## src/rtl/irq_arbiter.sv

```systemverilog
`default_nettype none
// +--------------------------------------------------------------------------+
// | irq_arbiter: edge-detecting, maskable fixed-priority interrupt arbiter    |
// |              feeding the CP0 interrupt request with a req/ack handshake.  |
// | Rev 1.0                                                                   |
// +--------------------------------------------------------------------------+
module irq_arbiter #(
  parameter int N_SRC   = 8,
  parameter int CAUSE_W = 3
) (
  input  logic               clk,
  input  logic               rst,
  input  logic [N_SRC-1:0]   irq_src,
  input  logic               mask_we,
  input  logic [N_SRC-1:0]   mask_wdata,
  output logic [N_SRC-1:0]   mask_q,
  output logic [N_SRC-1:0]   pending_q,
  output logic               ir_out,
  input  logic               ir_taken,
  input  logic               eret,
  output logic [CAUSE_W-1:0] cause,
  output logic               busy
);

  typedef enum logic [1:0] {
    ST_IDLE    = 2'd0,
    ST_REQ     = 2'd1,
    ST_SERVICE = 2'd2
  } state_e;

  state_e             state_q;
  logic [N_SRC-1:0]   irq_prev_q;
  logic               edge_en_q;
  logic [N_SRC-1:0]   rise;
  logic [N_SRC-1:0]   eligible;
  logic [N_SRC-1:0]   pending_d;
  logic [CAUSE_W-1:0] win_idx;
  logic               take;

  // edge_en_q blanks the first cycle after reset so a line already high is
  // only absorbed into irq_prev_q, never reported as a fresh edge.
  assign rise     = irq_src & ~irq_prev_q & {N_SRC{edge_en_q}};
  assign eligible = pending_q & mask_q;
  assign take     = (state_q == ST_REQ) && ir_taken;

  generate
    for (genvar i = 0; i < N_SRC; i++) begin : g_pend
      assign pending_d[i] = rise[i] | (pending_q[i] & ~(take && (cause == CAUSE_W'(i))));
    end
  endgenerate

  always_comb begin
    win_idx = '0;
    for (int i = N_SRC - 1; i >= 0; i--) begin
      if (eligible[i]) win_idx = CAUSE_W'(i);
    end
  end

  always_ff @(posedge clk) begin
    if (rst) begin
      state_q    <= ST_IDLE;
      irq_prev_q <= '0;
      edge_en_q  <= 1'b0;
      pending_q  <= '0;
      mask_q     <= '0;
      cause      <= '0;
      ir_out     <= 1'b0;
      busy       <= 1'b0;
    end else begin
      irq_prev_q <= irq_src;
      edge_en_q  <= 1'b1;
      pending_q  <= pending_d;
      if (mask_we) mask_q <= mask_wdata;

      case (state_q)
        ST_IDLE: begin
          if (|eligible) begin
            cause   <= win_idx;
            state_q <= ST_REQ;
            ir_out  <= 1'b1;
            busy    <= 1'b1;
          end
        end
        ST_REQ: begin
          if (ir_taken) begin
            state_q <= ST_SERVICE;
            ir_out  <= 1'b0;
          end
        end
        ST_SERVICE: begin
          if (eret) begin
            state_q <= ST_IDLE;
            busy    <= 1'b0;
          end
        end
        default: begin
          state_q <= ST_IDLE;
          ir_out  <= 1'b0;
          busy    <= 1'b0;
        end
      endcase
    end
  end

endmodule
`default_nettype wire

```

## config.mk

```make
export PLATFORM = sky130hd
export DESIGN_NAME = irq_arbiter
export DESIGN_NICKNAME = d
export VERILOG_FILES = /design/src/rtl/irq_arbiter.sv
export SDC_FILE = /design/constraint.sdc
export NUM_CORES = 1
export LEC_CHECK = 0
export CORE_UTILIZATION = 35
export CTS_CLUSTER_DIAMETER = 40
export DETAILED_ROUTE_END_ITERATION = 6
export GPL_TIMING_DRIVEN = 0
export SYNTH_ARGS = -nofsm -noshare
export SYNTH_HDL_FRONTEND = slang
export SYNTH_SLANG_ARGS = --single-unit
```

## constraint.sdc

```tcl
create_clock -name clk -period 2.2 [get_ports clk]
set_input_delay 0.44 -clock clk [delete_from_list [all_inputs] [get_ports clk]]
set_output_delay 0.44 -clock clk [all_outputs]
set_load 0.05 [all_outputs]
```

==> reports/metrics.sh <==
POWER-PER-CELL-AREA_nW_PER_UM2=716
WIRE_LENGTH_OF_THE_FIRST_GLOBAL_ROUTING_PASS_MM=4.80
CRIT_PATH_END_KIND='output pin'
CTS_HOLD_REPAIR.BUFFERS=0
TIMING.CRITICAL_PATH.ARRIVAL_PS=1630
HOLD_END='busy'
CELL_AREA_PLACED_UM2=1720
DR.FIRST_ITER.DRC_COUNT=34
DIE_AREA_UM2=3860
SYN_AREA_UM2=1260
REG2REG_SLACK_PS=940
POST-DP-HPWL_MM=2.25
REMAINING_DRC_ERRORS=0
INITIAL_UTIL_PCT=37.3
CRITPATHTOPFAMILY='buffers and inverters'
TOTALNEGATIVESETUPSLACK_PS=0
SEQ_AREA_FRAC_SYNTH_PCT=50.7
WORST-R2R-CELL-COUNT=4
CRITPATHSLOWESTCELL='sky130_fd_sc_hd__clkdlybuf4s50_1'
WORST-PATH-MAX-FANOUT=4
WORST_IR_DROP_VDD_mV=0.311
HOLDPATHSTAGES=2
FINAL_PERIOD_MINUS_WORST_SETUP_SLACK_PS=2070
HOLD_VIOL_FINAL=0
CLOCK.FMAX_GHz=0.484
GRT_MAX_DEGREE=11
WORST-SETUP-PATH-TYPE='register to output pin'
POST_CTS_RESIZED=0
TRITONCTS='built'
SETUP_REPAIR_AFTER_GLOBAL_ROUTING_MISSED_ITS_MARGIN='false'
SYNTH_TOP_AREA_SHARE_PCT=50.7
DR.PASS1.ITERS=4
WORSTSKEWPAIRLATENCY_PS=330
DIE_Y_UM=62.1
ANTENNA_CELLS=0
CTS_INSERTED_BUFFERS=5
ROUTE.DETAILED.VIAS_PER_INST=4.95
CORE_REGION_AREA_UM2=3390
KIND_OF_LAUNCH_POINT_OF_THE_WORST_SETUP_PATH='register'
POSTSYNTHAREAPERCELL_UM2=9.57
NUMPORTBUFFERS=40
PIN_COUNT=42
COUNT_OF_WARNINGS_EMITTED_BY_YOSYS=0
TRACK_USAGE_PCT=18.0
WL_PER_CELL_UM=13.2
FINAL-MAX-SLEW-VIOLATION-COUNT=0
CTS_NUM_SINKS=32
FIN_AREA_UM2=1790
DETAIL-ROUTE-ANTENNA-NETS=0
SYNTH_TOP_CELLS_BY_AREA='sky130_fd_sc_hd__dfxtp_1, sky130_fd_sc_hd__mux2i_1, sky130_fd_sc_hd__nand3b_1'
YOSYS.CELL_TYPES.COUNT=32
TIMING.MAX_CAP.VIOLATIONS=0
LAYOUT.NETS=200
CRITICAL_PATH_REQUIRED_PS=1760
MAX_SLEW.WORST_PIN.SLEW_PS=521
TOTALWIRELENGTH_MM=2.98
CRITICAL_PATH.MAX_STAGE_DELAY_PS=840
DR_TOTAL_VIAS=1119
CTS_SETUP_BUFFERS=0
CRIT-REG2REG-LAUNCH='pending_q[5]'
PERIOD_SHARE_PCT=94.0
POST_SYNTHESIS_INSTANCE_TOTAL=132
CP.BUFFERS_INVERTERS=1
DIE_X_UM=62.1
CLKSLEWWORSTSETUPHOLDPATHS_PS=90
OUTCOME='complete, no violations'
FINAL_LAYOUT_SIZE_SUFFIX_GT1_SHARE_PCT=8.89
POST-ROUTE-UTIL_PCT=52.7
SYNTH_AREA_LEADER_CELL='sky130_fd_sc_hd__dfxtp_1'
GP_CONGESTION=0.745
SYNTH_SEQ_CELLS=32
TIMING.CRITICAL_PATH.CELLS='clkdlybuf4s50_1'
FINAL_SETUP_VIOLATION_COUNT=0
ANTENNA_FOUND_INITIAL=0
AREAGROWTHSYNTHTOFINISH_PCT=41.3
GRT_OVERFLOW=0
LEAKAGEPOWER_nW=0.706
CTS_MAX_PATH_BUFFERS=2
ROOT_BUFFER='sky130_fd_sc_hd__clkbuf_4'
HTREEDEPTH=2
ROWS=21
FINCLKSKEW_PS=3.36
CRIT-REG2REG-CAPTURE='ir_out'
WORST_HOLD_PATH_TYPE='register to register'
NUMBER_OF_GLOBAL_ROUTE_VIAS_BEFORE_REPAIR=1075
POSTSYNTHNETCOUNT=153
HOLD_WS_PS=465
SLEW-LIMIT-HEADROOM_PCT=65.2
WORST_HOLD_STARTPOINT='busy'
-- flip-flops by register name (all words and copies together), names as in the netlist --
name,cells
irq_prev_q,8
mask_q,8
pending_q,8
cause,3
state_q,2
busy,1
edge_en_q,1
ir_out,1
-- power by group --
group / internal, mW / switching [mW]
Clock: 0.157 / 0.190
Combinational: 0.116 / 0.161
Sequential: 0.617 / 0.0370
-- worst max-delay path by stage --
stage | depth (start not counted) | endpoint | startpoint
5_1_grt | 1 | pending_q[0] | pending_q[0]
6_report | 1 | pending_q[0] | pending_q[0]
3_5_place_dp | 1 | cause[1] | cause[1]
3_3_place_gp | 1 | cause[1] | cause[1]
4_1_cts | 1 | cause[1] | cause[1]
2_1_floorplan | 4 | cause[0] | pending_q[2]
-- cells by family after synthesis --
| family | count (synthesis) | share of synthesized area [%] |
|---|---|---|
| AND/OR/NAND/NOR | 49 | 20.8 |
| AO/OA/AOI/OAI | 36 | 19.8 |
| flip-flops | 32 | 50.7 |
| multiplexers | 8 | 6.34 |
| buffers and inverters | 7 | 2.38 |
-- final cells by class --
type	count	area [um2]
buffer	5	22.5
multi-input combinational	93	593
clock buffer	8	58.8
tap	46	57.6
fill	304	1600
timing repair buffer	40	405
inverter	2	7.51
sequential	32	641
-- metrics by stage --
stage	std cells	worst slack, ps	power [mW]
5_1_grt	226	70.0	1.35
3_5_place_dp	218	422	0.947
2_1_floorplan	132	838	0.833
6_report	226	133	1.28
3_3_place_gp	218	414	0.942
4_1_cts	226	42.1	1.29
-- layer usage --
layer  part of all wire [%]  wire [um]  up-vias  track usage [%]
li1                       -          -      559                -
met1                     45       1330      520             20.7
met2                     48       1440       34             29.9
met3                    5.4        162        6             4.76
met4                    1.6         48        0             10.5
met5                      0          0        -                0
-- layout by cell type, fill, tap and decap left out, types with 5 or more instances in the layout --
cell type	n
sky130_fd_sc_hd__o21ai_0	5
sky130_fd_sc_hd__nand3b_1	9
sky130_fd_sc_hd__nand2_1	12
sky130_fd_sc_hd__clkdlybuf4s50_1	38
sky130_fd_sc_hd__mux2i_1	8
sky130_fd_sc_hd__nor2_1	11
sky130_fd_sc_hd__dfxtp_1	32
sky130_fd_sc_hd__a21oi_1	13
sky130_fd_sc_hd__clkbuf_4	5
sky130_fd_sc_hd__nor2b_1	9
-- cells in the mapped netlist (all sizes together) --
cell / count
buf: 4
o211ai: 2
nand3b: 9
nand4b: 1
dfxtp: 32
or2: 1
a31o: 1
o2bb2ai: 1
mux2i: 8
a21boi: 1
a32o: 1
o21ai: 8
a21oi: 14
a211oi: 1
clkbuf: 1
nor2: 11
nand2: 12
a31oi: 1
a22oi: 4
nand2b: 3
and2: 1
o31ai: 2
nor2b: 9
nor3: 1
nand3: 1
inv: 2
No activity file was read; power rests on OpenSTA's default activity.
==> RTL change, RTL diff (same flow settings) <==
Register the output `mask_q` once more, cleared by the reset; this adds one clock of latency there. The other outputs are not delayed to match.
--- a/src/rtl/irq_arbiter.sv
+++ b/src/rtl/irq_arbiter.sv
@@ -28,6 +28,8 @@
     ST_SERVICE = 2'd2
   } state_e;
 
+  logic [N_SRC-1:0] mask_q_s0;
+
   state_e             state_q;
   logic [N_SRC-1:0]   irq_prev_q;
   logic               edge_en_q;
@@ -40,7 +42,7 @@
   // edge_en_q blanks the first cycle after reset so a line already high is
   // only absorbed into irq_prev_q, never reported as a fresh edge.
   assign rise     = irq_src & ~irq_prev_q & {N_SRC{edge_en_q}};
-  assign eligible = pending_q & mask_q;
+  assign eligible = pending_q & mask_q_s0;
   assign take     = (state_q == ST_REQ) && ir_taken;
 
   generate
@@ -62,7 +64,7 @@
       irq_prev_q <= '0;
       edge_en_q  <= 1'b0;
       pending_q  <= '0;
-      mask_q     <= '0;
+      mask_q_s0  <= '0;
       cause      <= '0;
       ir_out     <= 1'b0;
       busy       <= 1'b0;
@@ -70,7 +72,7 @@
       irq_prev_q <= irq_src;
       edge_en_q  <= 1'b1;
       pending_q  <= pending_d;
-      if (mask_we) mask_q <= mask_wdata;
+      if (mask_we) mask_q_s0 <= mask_wdata;
 
       case (state_q)
         ST_IDLE: begin
@@ -102,6 +104,14 @@
     end
   end
 
+  always_ff @(posedge clk) begin
+    if (rst) begin
+      mask_q <= '0;
+    end else begin
+      mask_q <= mask_q_s0;
+    end
+  end
+
 endmodule
 `default_nettype wire
 
Formal check against the unedited RTL: not equivalent (Yosys sat finds a counterexample within 4 cycles, from zero or initial values and one cycle with rst high).
==> RTL change against the unedited design <==
Count of clock-buffer cells in the layout is 2 lower. Synthesized cell count is 12% higher. Clock skew is 3.1 ps higher. Wire length is 5.9% higher. Non-clock buffer count is 1 higher. Setup slack worse by 34 ps. Final area is 14% higher. Sequential power is 23% higher. Utilization is 2.1 points lower. Sequential cell count is 8 higher. Fmax is 1.6% lower. Area after synthesis is 17% higher. Power is 22% higher. Global-route usage is 2.4 points lower. Largest power group unchanged.
==> RTL change: results (changes against the unedited design) <==
met2 usage in global routing 24.0% (was 29.9%); Worst-Skew Late Latency 280 ps (was 330 ps); Logic pwr share 17.3% (was 21.7%); GRT Resource Usage Total 15.6% (was 18.0%); sequential share of power 51.6% (was 51.2%); Sw Ratio 27.4% (was 30.3%); DR WL met2 1.46 mm (was 1.44 mm); CTS clk-pin slew, worst paths 70 ps (was 90 ps); Leakage 0.777 nW (was 0.706 nW); routed wire length per instance 12.8 µm (was 13.2 µm); hpwl dp 2.36 mm (was 2.25 mm); sequential share of the synthesized area 54.1% (was 50.7%); met3 WL 206 µm (was 162 µm); skew final 6.48 ps (was 3.36 ps); initial DRC count 49 (was 34); DRT met1 WL 1.46 mm (was 1.33 mm); share of layout cells above drive strength 1 10.2% (was 8.89%); RePlAce Congestion 0.782 (was 0.745); highest net fanout along the worst path 7 (was 4); non-filler cells, final 246 (was 226); largest net degree at the start of global routing 13 (was 11); TritonRoute pass-1 iters 3 (was 4); uppermost layer routed met4 (unchanged); Synthesized Nets 169 (was 153); Root Buffer clkbuf_8 (was clkbuf_4); Synth top cells by count dfxtp_1, nor2b_1, a21oi_1 (was dfxtp_1, a21oi_1, nand2_1); Inst Count DP 238 (was 218); Synth area leaders dfxtp_1, nor2b_1, mux2i_1 (was dfxtp_1, mux2i_1, nand3b_1); Final #Nets 216 (was 200); M1 GR Usage 19.8% (was 20.7%); post-synthesis cell type count 33 (was 32); Vias/cell 4.95 (about the same); count of antenna diodes in the layout 0 (unchanged); VDD IR-drop max 455 µV (was 311 µV); grt met3 use 5.99% (was 4.76%); placed cell areas 1940 µm² (was 1720 µm²); PD cells 766 nW/µm² (was 716 nW/µm²); Gate Count Post-Synth 148 (was 132); first-pass GRT wire length 5.06 mm (was 4.80 mm); min-delay worst type flip-flop to flip-flop (unchanged); status completed (unchanged); Worst-Margin Slew 509 ps (was 521 ps); dpl ws 381 ps (was 422 ps); vias in the first global route 1,084 (was 1,075); CP max stage delay 870 ps (was 840 ps)
==> RTL change: cells by family after synthesis <==
logic type | count (synthesis) | synth area share (%)
AND/OR/NAND/NOR | 56 | 21.2
flip-flops | 40 | 54.1
AO/OA/AOI/OAI | 36 | 16.9
multiplexers | 8 | 5.41
buffers and inverters | 8 | 2.45
==> RTL change: final cells by class <==
cell class | instances | area [µm²]
Timing Repair Buffer | 40 | 400
Fill cell | 386 | 1990
Tap cell | 50 | 62.6
Sequential cell | 40 | 801
Clock buffer | 6 | 82.6
Inverter | 2 | 7.51
Multi-Input combinational cell | 100 | 644
Clock inverter | 2 | 10.0
Buffer | 6 | 28.8
==> RTL change: worst paths after layout <==
kind,startpoint,to,slack (ps),cells after the start
setup reg to reg,pending_q[2],cause[0],950,4
hold / removal,busy,busy,460,2
hold reg to reg,busy,busy,460,2
setup / recovery,cause[2],cause[2],100,1
